File: config.mk
export PLATFORM = sky130hd
export DESIGN_NAME = data_plane_tx_flat
export DESIGN_NICKNAME = d
export VERILOG_FILES = /design/src/rtl/photonic_pkg.sv /design/src/rtl/data_plane_tx_if.sv /design/src/rtl/data_plane_tx.sv /design/src/flat_wrapper.sv
export SDC_FILE = /design/constraint.sdc
export NUM_CORES = 1
export LEC_CHECK = 0
export ABC_AREA = 1
export CORE_MARGIN = 2
export CORE_UTILIZATION = 25
export CTS_CLUSTER_DIAMETER = 100
export DETAILED_ROUTE_END_ITERATION = 12
export PLACE_DENSITY_LB_ADDON = 0.1
export SLEW_MARGIN = 0
export SYNTH_ARGS = -nofsm -noshare
export SYNTH_HDL_FRONTEND = slang
export SYNTH_SLANG_ARGS = --single-unit
File: constraint.sdc
create_clock -name clk -period 2.6 [get_ports clk]
set_input_delay 0.52 -clock clk [delete_from_list [all_inputs] [get_ports clk]]
set_output_delay 0.52 -clock clk [all_outputs]
set_load 0.01 [all_outputs]
File: src/rtl/photonic_pkg.sv
// Shared definitions for the photonic data-plane blocks: TX FSM states and
// link-word field layout.
package photonic_pkg;

    typedef enum logic [2:0] {
        IDLE    = 3'd0,
        HEADER  = 3'd1,
        PAYLOAD = 3'd2,
        TRAILER = 3'd3,
        DONE    = 3'd4
    } tx_state_e;

    localparam int WORD_W  = 32;
    localparam int FIELD_W = 16;

    // Every link word is two 16-bit fields: tag/index high, value low.
    localparam int HDR_DEST_LSB = 16;
    localparam int HDR_CNT_LSB  = 0;
    localparam int PLD_IDX_LSB  = 16;
    localparam int PLD_DATA_LSB = 0;
    localparam int TRL_TAG_LSB  = 16;
    localparam int TRL_PAR_LSB  = 0;

    localparam logic [FIELD_W-1:0] TRAILER_TAG = 16'hFFFF;

endpackage

File: src/rtl/data_plane_tx_if.sv
// Control-plane request, GPP stack and link handshake bundle for data_plane_tx.
interface data_plane_tx_if #(parameter int ID_W = 16);
    logic                data_tx_flag;
    logic [ID_W-1:0]     dest_node_id;
    logic [ID_W-1:0]     stack_pointer;
    logic [ID_W-1:0]     top_of_stack;
    logic                stack_pop;
    logic [31:0]         data_tx_packet;
    logic                data_tx_valid;
    logic                data_tx_ready;
    logic                data_tx_complete_flag;
    logic                busy;
    logic                tx_error;

    modport master (
        input  data_tx_flag, dest_node_id, stack_pointer, top_of_stack, data_tx_ready,
        output stack_pop, data_tx_packet, data_tx_valid, data_tx_complete_flag, busy, tx_error
    );

    modport slave (
        output data_tx_flag, dest_node_id, stack_pointer, top_of_stack, data_tx_ready,
        input  stack_pop, data_tx_packet, data_tx_valid, data_tx_complete_flag, busy, tx_error
    );
endinterface

File: src/rtl/data_plane_tx.sv
// Packetises the GPP stack onto the data link: header, payload words, optional
// parity trailer (enabled by defining DATA_TX_PARITY_EN), then a complete pulse.
module data_plane_tx
    import photonic_pkg::*;
#(
    parameter int MAX_WORDS = 256,
    parameter int ID_W      = 16
) (
    input  logic             clk,
    input  logic             rst_n,
    input  logic [ID_W-1:0]  node_id,
    input  logic [ID_W-1:0]  max_node,
    data_plane_tx_if.master  tx
);

    localparam logic [ID_W-1:0] MAX_CNT = ID_W'(MAX_WORDS);

`ifdef DATA_TX_PARITY_EN
    localparam tx_state_e TAIL_STATE = TRAILER;
`else
    localparam tx_state_e TAIL_STATE = DONE;
`endif

    tx_state_e         state_q, state_d;
    logic [ID_W-1:0]   dest_q, count_q, idx_q;
    logic              tx_error_q;
    logic              start_ok, start_bad, pop, valid, complete, last_word, dest_bad;
    logic [WORD_W-1:0] pkt;
    logic [ID_W-1:0]   count_in;
`ifdef DATA_TX_PARITY_EN
    logic [ID_W-1:0]   parity_q;
`endif

    assign dest_bad  = (tx.dest_node_id == '0) || (tx.dest_node_id == node_id) ||
                       (tx.dest_node_id > max_node);
    assign count_in  = (tx.stack_pointer > MAX_CNT) ? MAX_CNT : tx.stack_pointer;
    assign last_word = (idx_q + ID_W'(1)) == count_q;

    always_ff @(posedge clk or negedge rst_n) begin
        if (!rst_n) state_q <= IDLE;
        else        state_q <= state_d;
    end

    // Packet word is built combinationally so the payload field tracks the
    // stack top the cycle after each pop, and stays put while the link stalls.
    always_comb begin
        state_d   = state_q;
        pkt       = '0;
        valid     = 1'b0;
        pop       = 1'b0;
        complete  = 1'b0;
        start_ok  = 1'b0;
        start_bad = 1'b0;
        case (state_q)
            IDLE: begin
                if (tx.data_tx_flag) begin
                    if (dest_bad) begin
                        start_bad = 1'b1;
                    end else begin
                        start_ok = 1'b1;
                        state_d  = HEADER;
                    end
                end
            end
            HEADER: begin
                valid = 1'b1;
                pkt[HDR_DEST_LSB +: FIELD_W] = FIELD_W'(dest_q);
                pkt[HDR_CNT_LSB  +: FIELD_W] = FIELD_W'(count_q);
                if (tx.data_tx_ready) state_d = (count_q == '0) ? TAIL_STATE : PAYLOAD;
            end
            PAYLOAD: begin
                valid = 1'b1;
                pkt[PLD_IDX_LSB  +: FIELD_W] = FIELD_W'(idx_q);
                pkt[PLD_DATA_LSB +: FIELD_W] = FIELD_W'(tx.top_of_stack);
                pop   = tx.data_tx_ready;
                if (tx.data_tx_ready && last_word) state_d = TAIL_STATE;
            end
            TRAILER: begin
`ifdef DATA_TX_PARITY_EN
                valid = 1'b1;
                pkt[TRL_TAG_LSB +: FIELD_W] = TRAILER_TAG;
                pkt[TRL_PAR_LSB +: FIELD_W] = FIELD_W'(parity_q);
                if (tx.data_tx_ready) state_d = DONE;
`else
                state_d = IDLE;
`endif
            end
            DONE: begin
                complete = 1'b1;
                state_d  = IDLE;
            end
            default: state_d = IDLE;
        endcase
    end

    always_ff @(posedge clk or negedge rst_n) begin
        if (!rst_n) begin
            dest_q     <= '0;
            count_q    <= '0;
            idx_q      <= '0;
            tx_error_q <= 1'b0;
`ifdef DATA_TX_PARITY_EN
            parity_q   <= '0;
`endif
        end else begin
            tx_error_q <= start_bad;
            if (start_ok) begin
                dest_q  <= tx.dest_node_id;
                count_q <= count_in;
                idx_q   <= '0;
`ifdef DATA_TX_PARITY_EN
                parity_q <= '0;
`endif
            end
            if (pop) begin
                idx_q <= idx_q + ID_W'(1);
`ifdef DATA_TX_PARITY_EN
                parity_q <= parity_q ^ tx.top_of_stack;
`endif
            end
        end
    end

    assign tx.data_tx_packet        = pkt;
    assign tx.data_tx_valid         = valid;
    assign tx.stack_pop             = pop;
    assign tx.data_tx_complete_flag = complete;
    assign tx.busy                  = (state_q != IDLE);
    assign tx.tx_error              = tx_error_q;

endmodule

File: src/flat_wrapper.sv
// flat-port wrapper written by rule: the top's interface ports become plain ports
module data_plane_tx_flat import photonic_pkg::*;
#(
    parameter int MAX_WORDS = 256,
    parameter int ID_W      = 16
)
  (clk, rst_n, node_id, max_node, tx_data_tx_flag, tx_dest_node_id, tx_stack_pointer, tx_top_of_stack, tx_data_tx_ready, tx_stack_pop, tx_data_tx_packet, tx_data_tx_valid, tx_data_tx_complete_flag, tx_busy, tx_tx_error);
  data_plane_tx_if #(.ID_W(ID_W)) tx_i ();
  input  logic clk;
  input  logic rst_n;
  input  logic [ID_W-1:0] node_id;
  input  logic [ID_W-1:0] max_node;
  input wire logic [$bits(tx_i.data_tx_flag)-1:0] tx_data_tx_flag;
  input wire logic [$bits(tx_i.dest_node_id)-1:0] tx_dest_node_id;
  input wire logic [$bits(tx_i.stack_pointer)-1:0] tx_stack_pointer;
  input wire logic [$bits(tx_i.top_of_stack)-1:0] tx_top_of_stack;
  input wire logic [$bits(tx_i.data_tx_ready)-1:0] tx_data_tx_ready;
  output wire logic [$bits(tx_i.stack_pop)-1:0] tx_stack_pop;
  output wire logic [$bits(tx_i.data_tx_packet)-1:0] tx_data_tx_packet;
  output wire logic [$bits(tx_i.data_tx_valid)-1:0] tx_data_tx_valid;
  output wire logic [$bits(tx_i.data_tx_complete_flag)-1:0] tx_data_tx_complete_flag;
  output wire logic [$bits(tx_i.busy)-1:0] tx_busy;
  output wire logic [$bits(tx_i.tx_error)-1:0] tx_tx_error;
  assign tx_i.data_tx_flag = tx_data_tx_flag;
  assign tx_i.dest_node_id = tx_dest_node_id;
  assign tx_i.stack_pointer = tx_stack_pointer;
  assign tx_i.top_of_stack = tx_top_of_stack;
  assign tx_i.data_tx_ready = tx_data_tx_ready;
  assign tx_stack_pop = tx_i.stack_pop;
  assign tx_data_tx_packet = tx_i.data_tx_packet;
  assign tx_data_tx_valid = tx_i.data_tx_valid;
  assign tx_data_tx_complete_flag = tx_i.data_tx_complete_flag;
  assign tx_busy = tx_i.busy;
  assign tx_tx_error = tx_i.tx_error;
  data_plane_tx #(.MAX_WORDS(MAX_WORDS), .ID_W(ID_W)) u_core (.clk(clk), .rst_n(rst_n), .node_id(node_id), .max_node(max_node), .tx(tx_i));
endmodule
======== Word-level counts from Yosys, hierarchy flattened ========
Cells that the tools add are included.
Widths: inputs -> output; s select.
word-level totals
  register bits ........................... 52
  bits of input ports ..................... 84
  logic and storage cells ................. 46
cells by class
  eq/ne operators ......................... 9
  $add $sub $neg .......................... 1
  mux-type cells .......................... 19
  reductions and logical operators ........ 10
  $lt $le $gt $ge ......................... 2
operators by type and width
  operator               count
  $pmux 32 s2            1
  $mux 16                3
  $eq 16x16->1           2
  $logic_not 16->1       2
  $add 16x1->16 const B  1
  $gt 16x16->1           1
  $gt 16x9->1 const B    1
  $mux 3                 5
  $mux 1                 9
  $pmux 3 s3             1
  $ne 2x2->1 const B     3
  $reduce_and 4->1       1
  $eq 3x1->1 const B     1
  $eq 3x2->1 const B     1
  $eq 3x3->1 const B     1
  $logic_not 3->1        1
  $reduce_bool 3->1      1
  $logic_or 1x1->1       2
  $ne 2x1->1 const B     1
  $reduce_bool 2->1      1
  $reduce_or 2->1        1
  $logic_and 1x1->1      1

======== Longest topological paths before layout ========
  depth after elaboration ................. 8
  mapped depth ............................ 16
  gate-level depth less buffers ........... 15

======== Worst setup path after synthesis ========
OpenSTA, ideal clock, no wires.
  path kind ............................... input to register
  start point ............................. input port max_node[5]
  end point ............................... register u_core.idx_q[12]
  setup slack ............................. 593 ps
  path buffers ............................ 2
  setup time .............................. 135 ps
  arrival ................................. 1873 ps
  cell stages on the path ................. 14
  cell sequence ........................... inv_1 -> ha_1 -> a21oi_1 -> nor2_1 -> nor3_1 -> nand2_1 -> nand2_1 -> nand2_1 -> nand2_1 -> nand4_1 -> buf_4 -> buf_2 -> nand3_1 -> o21ai_0
on the way
  word-level cells in the longest chain between the ends .. 6
RTL lines
  element                      line                  RTL
  from (decl)                  flat_wrapper.sv:12    input logic [ID_W-1:0] max_node;
  $gt 16x16->1                 data_plane_tx.sv:35   (tx.dest_node_id > max_node);
  $logic_or 1x1->1             data_plane_tx.sv:34   assign dest_bad = (tx.dest_node_id == '0) || (tx.dest_node_id == node_id) ||
  $mux 1                       data_plane_tx.sv:57   if (dest_bad) begin
  $mux 1                       data_plane_tx.sv:56   if (tx.data_tx_flag) begin
  $mux 1                       data_plane_tx.sv:54   case (state_q)
  $reduce_bool 2->1 (no line)  --
  to (signal assigned)         data_plane_tx.sv:116  idx_q <= idx_q + ID_W'(1);
  to (decl)                    data_plane_tx.sv:25   logic [ID_W-1:0] dest_q, count_q, idx_q;
No other way between the ends.
A chain may end at the register's enable or synchronous reset.

======== Worst setup path in the final report ========
  start point ............................. register u_core.state_q[2]
  end point ............................... output port tx_data_tx_packet[17]
on the way
  word-level cells in the longest chain between the ends .. 2
RTL lines
  element                                          line                 RTL
  from (decl)                                      data_plane_tx.sv:24  tx_state_e state_q, state_d;
  from (signal assigned)                           data_plane_tx.sv:41  else state_q <= state_d;
  $eq 3x2->1 / $eq 3x1->1 (equally long branches)  data_plane_tx.sv:54
  $pmux 32 s2 (*)                                  data_plane_tx.sv:54
  to (decl)                                        flat_wrapper.sv:19   output wire logic [$bits(tx_i.data_tx_packet)-1:0] tx_data_tx_packet;
Every way passes the cells marked *; elsewhere a longest branch is shown, timed or not.

==> results_dict.tcl <==
set metrics [dict create \
    n_antenna_cell 0 \
    syn_area_per_cell_um2 6.60 \
    core_area_mm2 0.0153 \
    vias 4385 \
    synth_fp_nets 693 \
    fin_nets 850 \
    hpwl_um 11000 \
    relSlewSlack 0.489 \
    outcome "completed" \
    die_h_um 129 \
    r2r_start "u_core.state_q[2]" \
    final_hold_viol_count 0 \
    placementRows 45 \
    synth_top_flop_cell "dfrtp_1" \
    setup_viol 0 \
    via_per_inst 4.57 \
    critPathCaptureType "output port" \
    whs_ns 0.336 \
    slew_viol_final 0 \
    finalPower_mw 3.69 \
    dieArea_mm2 0.0166 \
    fin_tns_setup_ns 0 \
    clkTransAtPathRegs_ns 0.07 \
    ctsHoldBuffers 0 \
    ant_nets 0 \
    avgRoutedWirePerCell_um 15.6 \
    hp-class "in -> async" \
    ios 121 \
    postSynth.asyncResetShare 1.00 \
    drc 0 \
    power.density_mw_per_mm2 606 \
    fin_crit_ns 2.52 \
    grt_pass1_wl_um 21900 \
    synth_common_cells "nand2_1, inv_1, nand3_1" \
    grt_usage 0.169 \
    dpl_cell_area_mm2 0.00553 \
    ff2ff_setup_slack_ns 0.29 \
    die_x_um 129 \
    antenna_found_initial 0 \
    timing.rr.end "u_core.idx_q[0]" \
    ys_seq_area_frac 0.333 \
    root_buffer "clkbuf_16" \
    clkSinkCount 52 \
    synth_top_area_cell "dfrtp_1" \
    yosysTopAreaCellShare 0.333 \
    synthesis.area_mm2 0.00390 \
    ys_seq_elements 52 \
    htree_num_levels 2 \
    cp-start-kind "flop" \
    p_leak_nw 3.25 \
    crit_type "reg -> out" \
    reg2regPathDepth 8 \
    synthTopCellsByArea "dfrtp_1, nand2_1, inv_1, nand3_1, o21ai_0" \
    arrival_ns 2.00 \
    synth_cells 592 \
    yosysWarnings 0 \
    area.growth.synth_to_final_pct 56.2 \
    gp_congestion 0.866 \
    yosys.cell_count.top_type "nand2_1" \
    stdcell_area_mm2 0.00610 \
    grt_pass1_vias 4257 \
    drive_gt1_frac 0.119 \
    tightest_slew_ns 0.766 \
    synth-edff-count 0 \
    cts.path.max_buffers 2 \
    irDropWorstVdd_mv 0.322 \
    worstSetupStartpoint "u_core.state_q[2]" \
    drt_iter0_drc 238 \
    drt-pass1-iter-count 4 \
    maxCapViolations 0 \
    cts_buffers 5 \
    period_share 0.968 \
    grt-ovfl-total 0 \
    routed_wl_um 14900 \
    grt_max_degree 66 \
    worst-path-max-fanout 20 \
    cp.required_ns 2.08 \
    port_buffers 120 \
    initial_core_util 0.256 \
    final_core_util 0.400 \
    fmax_ghz 0.398 \
    clk-insertion-delay-late_ns 0.29 \
    crit_path_end "tx_data_tx_packet[17]" \
    synth.distinct_cells 32 \
    cts_tree "yes" \
    fin_skew_ns 0.00376 \
]
==> logic make-up (layout without fill, tap and decap cells) <==
kind of cell               Yosys count  in the layout  synth area share
buffers and inverters              107            264             0.109
xor gates and xnor gates            13             13            0.0327
adders and majority gates           17             17            0.0545
and+or+nand+nor                    323            323             0.365
DFF                                 52             52             0.333
AOI/OAI and AO/OA                   80             80             0.106
==> worst max-delay path, stage by stage (launching register included) <==
cell	delay (ns)
dfrtp_2	0.46
nor3_4	0.27
buf_6	0.23
a22o_1	0.19
clkdlybuf4s50_1	0.55
==> power by group <==
| part | switching, mW | total, mW | leakage [nW] | internal (mW) |
|---|---|---|---|---|
| Clock | 0.300 | 0.705 | 0.0760 | 0.405 |
| Combinational | 0.975 | 1.87 | 2.48 | 0.898 |
| Sequential | 0.141 | 1.12 | 0.692 | 0.975 |
==> registers in the layout, summed over array words and instances (netlist names) <==
name,cells
u_core.count_q,16
u_core.dest_q,16
u_core.idx_q,16
u_core.state_q,3
u_core.tx.tx_error,1
==> cell usage in the layout, fill, tap and decap left out, types with 3 or more instances in the layout <==
| cell type | instances |
|---|---|
| buf_12 | 4 |
| dfrtp_2 | 3 |
| or2_0 | 3 |
| nor2_2 | 5 |
| nand3_2 | 3 |
| nand2_2 | 8 |
| ha_1 | 14 |
| buf_4 | 34 |
| o21ai_0 | 51 |
| nor2_1 | 30 |
| dfrtp_1 | 49 |
| dlymetal6s2s_1 | 31 |
| nor3_1 | 5 |
| o21ai_1 | 16 |
| nand3_1 | 53 |
| buf_6 | 6 |
| inv_1 | 85 |
| nor2_4 | 3 |
| a21oi_1 | 8 |
| nand4_1 | 12 |
| xnor2_1 | 11 |
| nor4_1 | 10 |
| clkdlybuf4s50_1 | 88 |
| ha_4 | 3 |
| nand2_1 | 185 |
| clkbuf_16 | 9 |
==> routing by layer <==
metal | share of wire | vias up | wire, µm | GRT usage
li1 | - | 2206 | - | -
met1 | 0.43 | 2041 | 6400 | 0.212
met2 | 0.48 | 123 | 7210 | 0.289
met3 | 0.075 | 15 | 1120 | 0.0412
met4 | 0.014 | 0 | 212 | 0.0460
met5 | 0 | - | 0 | 0
==> worst min-delay path by stage <==
stage | to | slack [ns] | startpoint
final | u_core.count_q[10] | 0.34 | rst_n
after global routing | u_core.count_q[10] | 0.41 | rst_n
after detailed placement | u_core.dest_q[10] | 0.47 | u_core.dest_q[10]
after CTS | u_core.count_q[10] | 0.39 | rst_n
after floorplan | u_core.count_q[0] | 0.22 | rst_n
after global placement | u_core.dest_q[9] | 0.47 | u_core.dest_q[9]
==> final cells by class <==
type                            count  area, µm²
Fill cell                        1621       9160
Multi-Input combinational cell    433       2260
Timing Repair Buffer              168       1780
Sequential cell                    52       1310
Inverter                           89        342
Tap cell                          211        264
Clock buffer                        7        153
==> through the flow <==
step | worst slack, ns | cells
detailed placement | -0.177 | 936
CTS | -0.0508 | 945
global route | -0.00745 | 960
global placement | -0.113 | 936
floorplan | 0.593 | 592
finish | 0.0843 | 960
==> timing repair <==
action                     CTS  global route
resized for setup            4            56
setup buffers                2             8
pin swaps                    0             7
cloned                       0             7
setup endpoints to repair    6            55
No activity file was read; power rests on OpenSTA's default activity.
